===== src/rtl/coin_payer.sv =====
// Coin payer: inserts coins from a latched inventory until PRICE is reached,
// spacing pulses by GAP cycles, then waits for the seller's vend/change reply.
module coin_payer #(
  parameter int PRICE   = 3,
  parameter int GAP     = 2,
  parameter int TIMEOUT = 4
) (
  input  logic       clk,
  input  logic       rst,
  input  logic       start,
  input  logic [2:0] n05,
  input  logic [2:0] n10,
  input  logic [2:0] n20,
  input  logic       vend,
  input  logic [1:0] change,
  output logic       d1,
  output logic       d2,
  output logic       d3,
  output logic       busy,
  output logic       done,
  output logic       fail,
  output logic [3:0] paid,
  output logic [1:0] change_got,
  output logic       chg_err
);

  typedef enum logic [2:0] {S_IDLE, S_PAY, S_GAP, S_WAITV, S_DONE} state_t;
  typedef enum logic [1:0] {C_NONE, C_05, C_10, C_20} coin_t;

  state_t      state_q;
  coin_t       coin_d;
  logic [2:0]  c05_q, c10_q, c20_q;
  logic [15:0] gap_q, tmo_q;
  logic [3:0]  paid_q, coin_val_d, paid_d;
  logic [4:0]  sum_d;
  logic [1:0]  chg_q;
  logic        err_q, chg_err_d, full_d;
  logic        d1_q, d2_q, d3_q, busy_q, done_q, fail_q;

  always_comb begin
    coin_d = C_NONE;
    if ((int'(paid_q) + 2 <= PRICE) && (c10_q != '0)) coin_d = C_10;
    else if (c05_q != '0)                             coin_d = C_05;
    else if (c10_q != '0)                             coin_d = C_10;
    else if (c20_q != '0)                             coin_d = C_20;

    case (coin_d)
      C_05:    coin_val_d = 4'd1;
      C_10:    coin_val_d = 4'd2;
      C_20:    coin_val_d = 4'd4;
      default: coin_val_d = '0;
    endcase

    // Saturate rather than wrap so paid never misreports an overpayment.
    sum_d     = {1'b0, paid_q} + {1'b0, coin_val_d};
    paid_d    = sum_d[4] ? '1 : sum_d[3:0];
    full_d    = int'(paid_q) >= PRICE;
    chg_err_d = !full_d || ((int'(paid_q) - PRICE) != int'(change));
  end

  always_ff @(posedge clk) begin
    if (!rst) begin
      state_q <= S_IDLE;
      c05_q   <= '0;
      c10_q   <= '0;
      c20_q   <= '0;
      gap_q   <= '0;
      tmo_q   <= '0;
      paid_q  <= '0;
      chg_q   <= '0;
      err_q   <= 1'b0;
      d1_q    <= 1'b0;
      d2_q    <= 1'b0;
      d3_q    <= 1'b0;
      busy_q  <= 1'b0;
      done_q  <= 1'b0;
      fail_q  <= 1'b0;
    end else begin
      d1_q   <= 1'b0;
      d2_q   <= 1'b0;
      d3_q   <= 1'b0;
      done_q <= 1'b0;
      fail_q <= 1'b0;
      unique case (state_q)
        S_IDLE: begin
          if (start) begin
            c05_q   <= n05;
            c10_q   <= n10;
            c20_q   <= n20;
            paid_q  <= '0;
            chg_q   <= '0;
            err_q   <= 1'b0;
            busy_q  <= 1'b1;
            state_q <= S_PAY;
          end
        end
        S_PAY: begin
          if (coin_d == C_NONE) begin
            state_q <= S_DONE;
            done_q  <= 1'b1;
            fail_q  <= 1'b1;
            busy_q  <= 1'b0;
          end else begin
            unique case (coin_d)
              C_05: begin d1_q <= 1'b1; c05_q <= c05_q - 3'd1; end
              C_10: begin d2_q <= 1'b1; c10_q <= c10_q - 3'd1; end
              C_20: begin d3_q <= 1'b1; c20_q <= c20_q - 3'd1; end
              default: ;
            endcase
            paid_q  <= paid_d;
            gap_q   <= 16'(GAP);
            state_q <= S_GAP;
          end
        end
        S_GAP: begin
          if (vend) begin
            chg_q   <= change;
            err_q   <= chg_err_d;
            state_q <= S_DONE;
            done_q  <= 1'b1;
            busy_q  <= 1'b0;
          end else if (gap_q <= 16'd1) begin
            if (full_d) begin
              tmo_q   <= 16'(TIMEOUT);
              state_q <= S_WAITV;
            end else begin
              state_q <= S_PAY;
            end
          end else begin
            gap_q <= gap_q - 16'd1;
          end
        end
        S_WAITV: begin
          if (vend) begin
            chg_q   <= change;
            err_q   <= chg_err_d;
            state_q <= S_DONE;
            done_q  <= 1'b1;
            busy_q  <= 1'b0;
          end else if (tmo_q <= 16'd1) begin
            state_q <= S_DONE;
            done_q  <= 1'b1;
            fail_q  <= 1'b1;
            busy_q  <= 1'b0;
          end else begin
            tmo_q <= tmo_q - 16'd1;
          end
        end
        S_DONE:  state_q <= S_IDLE;
        default: state_q <= S_IDLE;
      endcase
    end
  end

  assign d1         = d1_q;
  assign d2         = d2_q;
  assign d3         = d3_q;
  assign busy       = busy_q;
  assign done       = done_q;
  assign fail       = fail_q;
  assign paid       = paid_q;
  assign change_got = chg_q;
  assign chg_err    = err_q;

endmodule


===== config.mk =====
export PLATFORM = sky130hd
export DESIGN_NAME = coin_payer
export DESIGN_NICKNAME = d
export VERILOG_FILES = /design/src/rtl/coin_payer.sv
export SDC_FILE = /design/constraint.sdc
export NUM_CORES = 1
export LEC_CHECK = 0
export BUFFER_PORTS_ARGS = -buffer_cell sky130_fd_sc_hd__buf_4
export CORE_MARGIN = 1.5
export CORE_UTILIZATION = 25
export DETAILED_ROUTE_END_ITERATION = 8
export PLACE_DENSITY = 0.46
export SLEW_MARGIN = 20
export SYNTH_ARGS = -nofsm -noshare
export SYNTH_HDL_FRONTEND = slang
export SYNTH_SLANG_ARGS = --single-unit

===== constraint.sdc =====
create_clock -name clk -period 3.3 [get_ports clk]
set_input_delay 0.99 -clock clk [delete_from_list [all_inputs] [get_ports clk]]
set_output_delay 0.99 -clock clk [all_outputs]
set_load 0.1 [all_outputs]

==> results by group <==
Worst setup path
  – Max stage delay cell, worst path: a211oi_4
  – R2r setup slk: about 0.47 ns
  – Dominant cell type by count on the critical path: or4_4
  – Classification of the worst setup path: register to register
  – Critical path cell sequence: or4_4 > or4_4 > a211oi_4 > buf_4 > o21ai_1 > a21oi_2
  – Critical path fanouts, max: 26
  – Endpoint kind of the worst setup timing path: register
  – Worst Setup Start Kind: register
  – Largest stage delay on the critical path: around 0.81 ns
  – Data required time of the worst path: 3.55 ns
  – Arrival time at the worst endpoint: ~3 ns

Worst hold path
  – Kind of path behind the tightest hold check: register to register

Yosys
  – Adder-cell share of the synthesized area: 6.870%
  – Dominant combinational cell family by area after synthesis: simple AND/OR/NAND/NOR gates
  – Total nets after synthesis: around 460
  – Post-Synthesis Cell Area: around 0.0036 mm²
  – Post-Synth XOR/XNOR Area: 1.227%
  – Share of the synthesized area in the top cell type: between 30% and 40%
  – Number of distinct standard cells referenced by the synthesized netlist: approximately 70
  – Synthesized instance count: 427
  – Average cell area after synthesis: 8.360 µm²
  – Synthesized-area fraction occupied by ao, oa, aoi and oai cells: 25.06%
  – Ys flop type: dfxtp_1
  – Most instantiated library cell after synthesis: dfxtp_1
  – Cell types with the largest area share after synthesis: dfxtp_1, ha_1, a21oi_1, nand2_1, nor2_1
  – List of most frequent post-synthesis cells: dfxtp_1, nand2_1, a21oi_1, nor2_1, inv_1
  – Post-synthesis cell type with the largest combined area: dfxtp_1
  – Async S/R FF share, synth: 0%
  – Proportion of synthesized area in mux cells: 1.402%
  – Basic-gate share of the synthesized area counting and, or, nand and nor cells: between 20 and 30%
  – Synthesized flop and latch total: 57
  – Number of enable flip-flop cells after synthesis: 0
  – Sequential area share after synthesis: about a third
  – Ys Warns: 0

Clock network
  – Hold-fix buffers at CTS: 0
  – Insertion delay to the later sink of the worst-skew pair: approximately 0.33 ns
  – Total setup buffers inserted after CTS: 0
  – Total of cells resized after clock tree synthesis: 0
  – TritonCTS clock tree: yes
  – TritonCTS Sinks: 57
  – Clk buf depth: 2
  – Clock root cell: clkbuf_16
  – Maximum level of the CTS H-tree: 3
  – Clock slew seen by the registers of the worst setup and hold paths: 0.05 ns
  – Number of buffers created by CTS: 9

Final layout
  – Area taken by multi-input logic gates: between 0.002 and 0.0025 mm²
  – Final cell area excluding filler cells: about 0.0042 mm²
  – Total Nets Final: between 400 and 500
  – Layout cell share with drive strength beyond 1: 20.18%
  – Antenna Cells: 0
  – FILL cells: 1459
  – Relative area change from synthesis to final layout: 18.51%
  – Sequential Area: 0.001141 mm²

Floorplan
  – CORE AREA: 0.01393 mm²
  – Die X-Extent: ~120 µm
  – Height of the die: roughly 120 µm
  – Site row count: between 40 and 50
  – Boundary pin count: 28
  – Floorplan die area: between 0.015 and 0.02 mm²
  – Initial Util: around a quarter

Pwr
  – Maximum resistive drop on vdd: ~0.26 mV
  – Share of total power in combinational logic: around 53%
  – Power per cell area: ~980 mW/mm²
  – Total power: around 4.1 mW
  – Net switching component of the power: around 1.9 mW
  – Share of total power in the clock network: between 20% and 30%
  – Share of total power consumed by net switching: approximately 45%
  – Static leakage: 1.653 nW
  – Total internal power: approximately 2.3 mW
  – Part of the total power dissipated in sequential elements: between 20% and 30%

Timing
  – Final number of hold-violating endpoints: 0
  – Final Max Tran Viols: 0
  – Clock Skew: about 0.0054 ns
  – Setup TNS: 0 ns
  – Count of endpoints failing setup in the final report: 0
  – Actual transition at the worst max-transition pin: between 0.9 and 1 ns
  – Peak Freq: about 350 MHz
  – RSZ-0062 raised after global routing: false
  – Final period utilization: 85.63%
  – Final Critical Period: 2.826 ns
  – Max_slew headroom: 38.19%

Status
  – Run status: finished clean

Global route
  – Initial antenna violation count: 0
  – Largest net degree at the start of global routing: 30
  – Overflow left after global routing: 0
  – Number of global-route vias before repair: approximately 3000
  – Global-route wire length before repair: approximately 15 mm
  – Total track usage: about an eighth

Detailed routing
  – Final antenna-violating net count: 0
  – Post-detailed-routing wire length: ~9.2 mm
  – Detail-routed net length per standard cell: roughly 14 µm
  – Total vias in the final route: roughly 3200
  – Number of vias per cell: 5.082
  – DRC violation count after routing: 0
  – DRT iter0 DRCs: roughly 260
  – Count of TritonRoute iterations in the first routing pass: 4

Place
  – Half-perimeter wire length of the detailed placement result: ~6.4 mm
  – Total of buffers placed on input and output ports: 27
  – Final weighted congestion of routability-driven global placement: ~0.79
  – Placed cell area: 0.003940 mm²

Job
  – Number of max-capacitance violations reported: 0
## critical path, delay by kind of cell (launching register included)
kind / cells / cell delay, ns
AO/OA/AOI/OAI: 3 / 1.02
flip-flops: 1 / 0.35
buffers and inverters: 1 / 0.25
AND/OR/NAND/NOR: 2 / 1.12
## layout by cell type, fill, tap and decap left out, types with 4 or more instances in the layout
cell        n
dfxtp_1    57
nand2_1    36
buf_4      35
a21oi_1    29
nor2_1     27
inv_1      22
nand3_1    20
ha_1       18
o21ai_0    14
nor3_1     11
or2_2      10
or3_2       9
clkbuf_16   9
or3_1       8
o21ai_1     8
a211oi_1    7
or4_1       7
a21oi_2     7
nor3b_1     6
nor4_1      6
nor2b_1     5
and2_1      5
o31ai_1     5
nand4b_1    5
o2111ai_1   5
a2111o_1    5
mux2i_1     5
nand2b_1    4
o211ai_1    4
o32ai_1     4
a211o_1     4
## power by group through the flow
stage | sequential, mW | clock (mW) | combinational [mW]
after global routing | 1.04 | 0.994 | 2.44
final | 1.02 | 0.934 | 2.19
after floorplan | 1.16 | 0 | 1.49
after CTS | 1.01 | 0.954 | 2.20
after detailed placement | 1.03 | 0 | 2.19
after global placement | 1.02 | 0 | 2.17
## final cells by class
type / count / share of cell area, %
timing repair buffer: 35 / 6.211
sequential: 57 / 26.97
tap: 180 / 5.324
multi-input combinational: 325 / 52.59
inverter: 23 / 2.041
clock buffer: 13 / 5.915
clock inverter: 3 / 0.9465
## metrics by stage
step / std cells / hold slack (ns) / utilization (%) / worst slack [ns]
6_report: 636 / 0.4526 / 30.36 / 0.4742
2_1_floorplan: 427 / 0.4319 / - / 0.004408
3_5_place_dp: 620 / 0.4502 / 28.28 / 0.2952
5_1_grt: 636 / 0.4763 / 30.36 / 0.2035
3_3_place_gp: 620 / 0.4447 / 28.28 / 0.3760
4_1_cts: 636 / 0.4550 / 30.36 / 0.4444
## state kept, by name, summed over array words and instances, names as in the netlist
register    flops
busy            1
c05_q           3
c10_q           3
c20_q           3
change_got      2
chg_err         1
d1              1
d2              1
d3              1
done            1
fail            1
gap_q          16
paid            4
state_q         3
tmo_q          16
## cell families after synthesis
kind of cell	count (synthesis)
and+or+nand+nor	175
AOI/OAI and AO/OA	121
DFF	57
buffers and inverters	45
adders and majority gates	19
xor gates and xnor gates	5
muxes	5
## final timing paths
kind                              start                         end  cells after the start
max               gap_q[2]$_SDFFE_PN0P_       gap_q[7]$_SDFFE_PN0P_                      6
min          change_got[1]$_SDFFE_PN0P_  change_got[1]$_SDFFE_PN0P_                      2
max reg2reg       gap_q[2]$_SDFFE_PN0P_       gap_q[7]$_SDFFE_PN0P_                      6
min reg2reg  change_got[1]$_SDFFE_PN0P_  change_got[1]$_SDFFE_PN0P_                      2
## layer usage
metal  track usage [%]  up-vias  wire length (µm)
li1                  -     1642                 -
met1             18.25     1530              4687
met2             19.31       47              4023
met3             3.020       13               306
met4             5.087        0               148
met5                 0        -                 0
(Power assumes the default switching activity.)
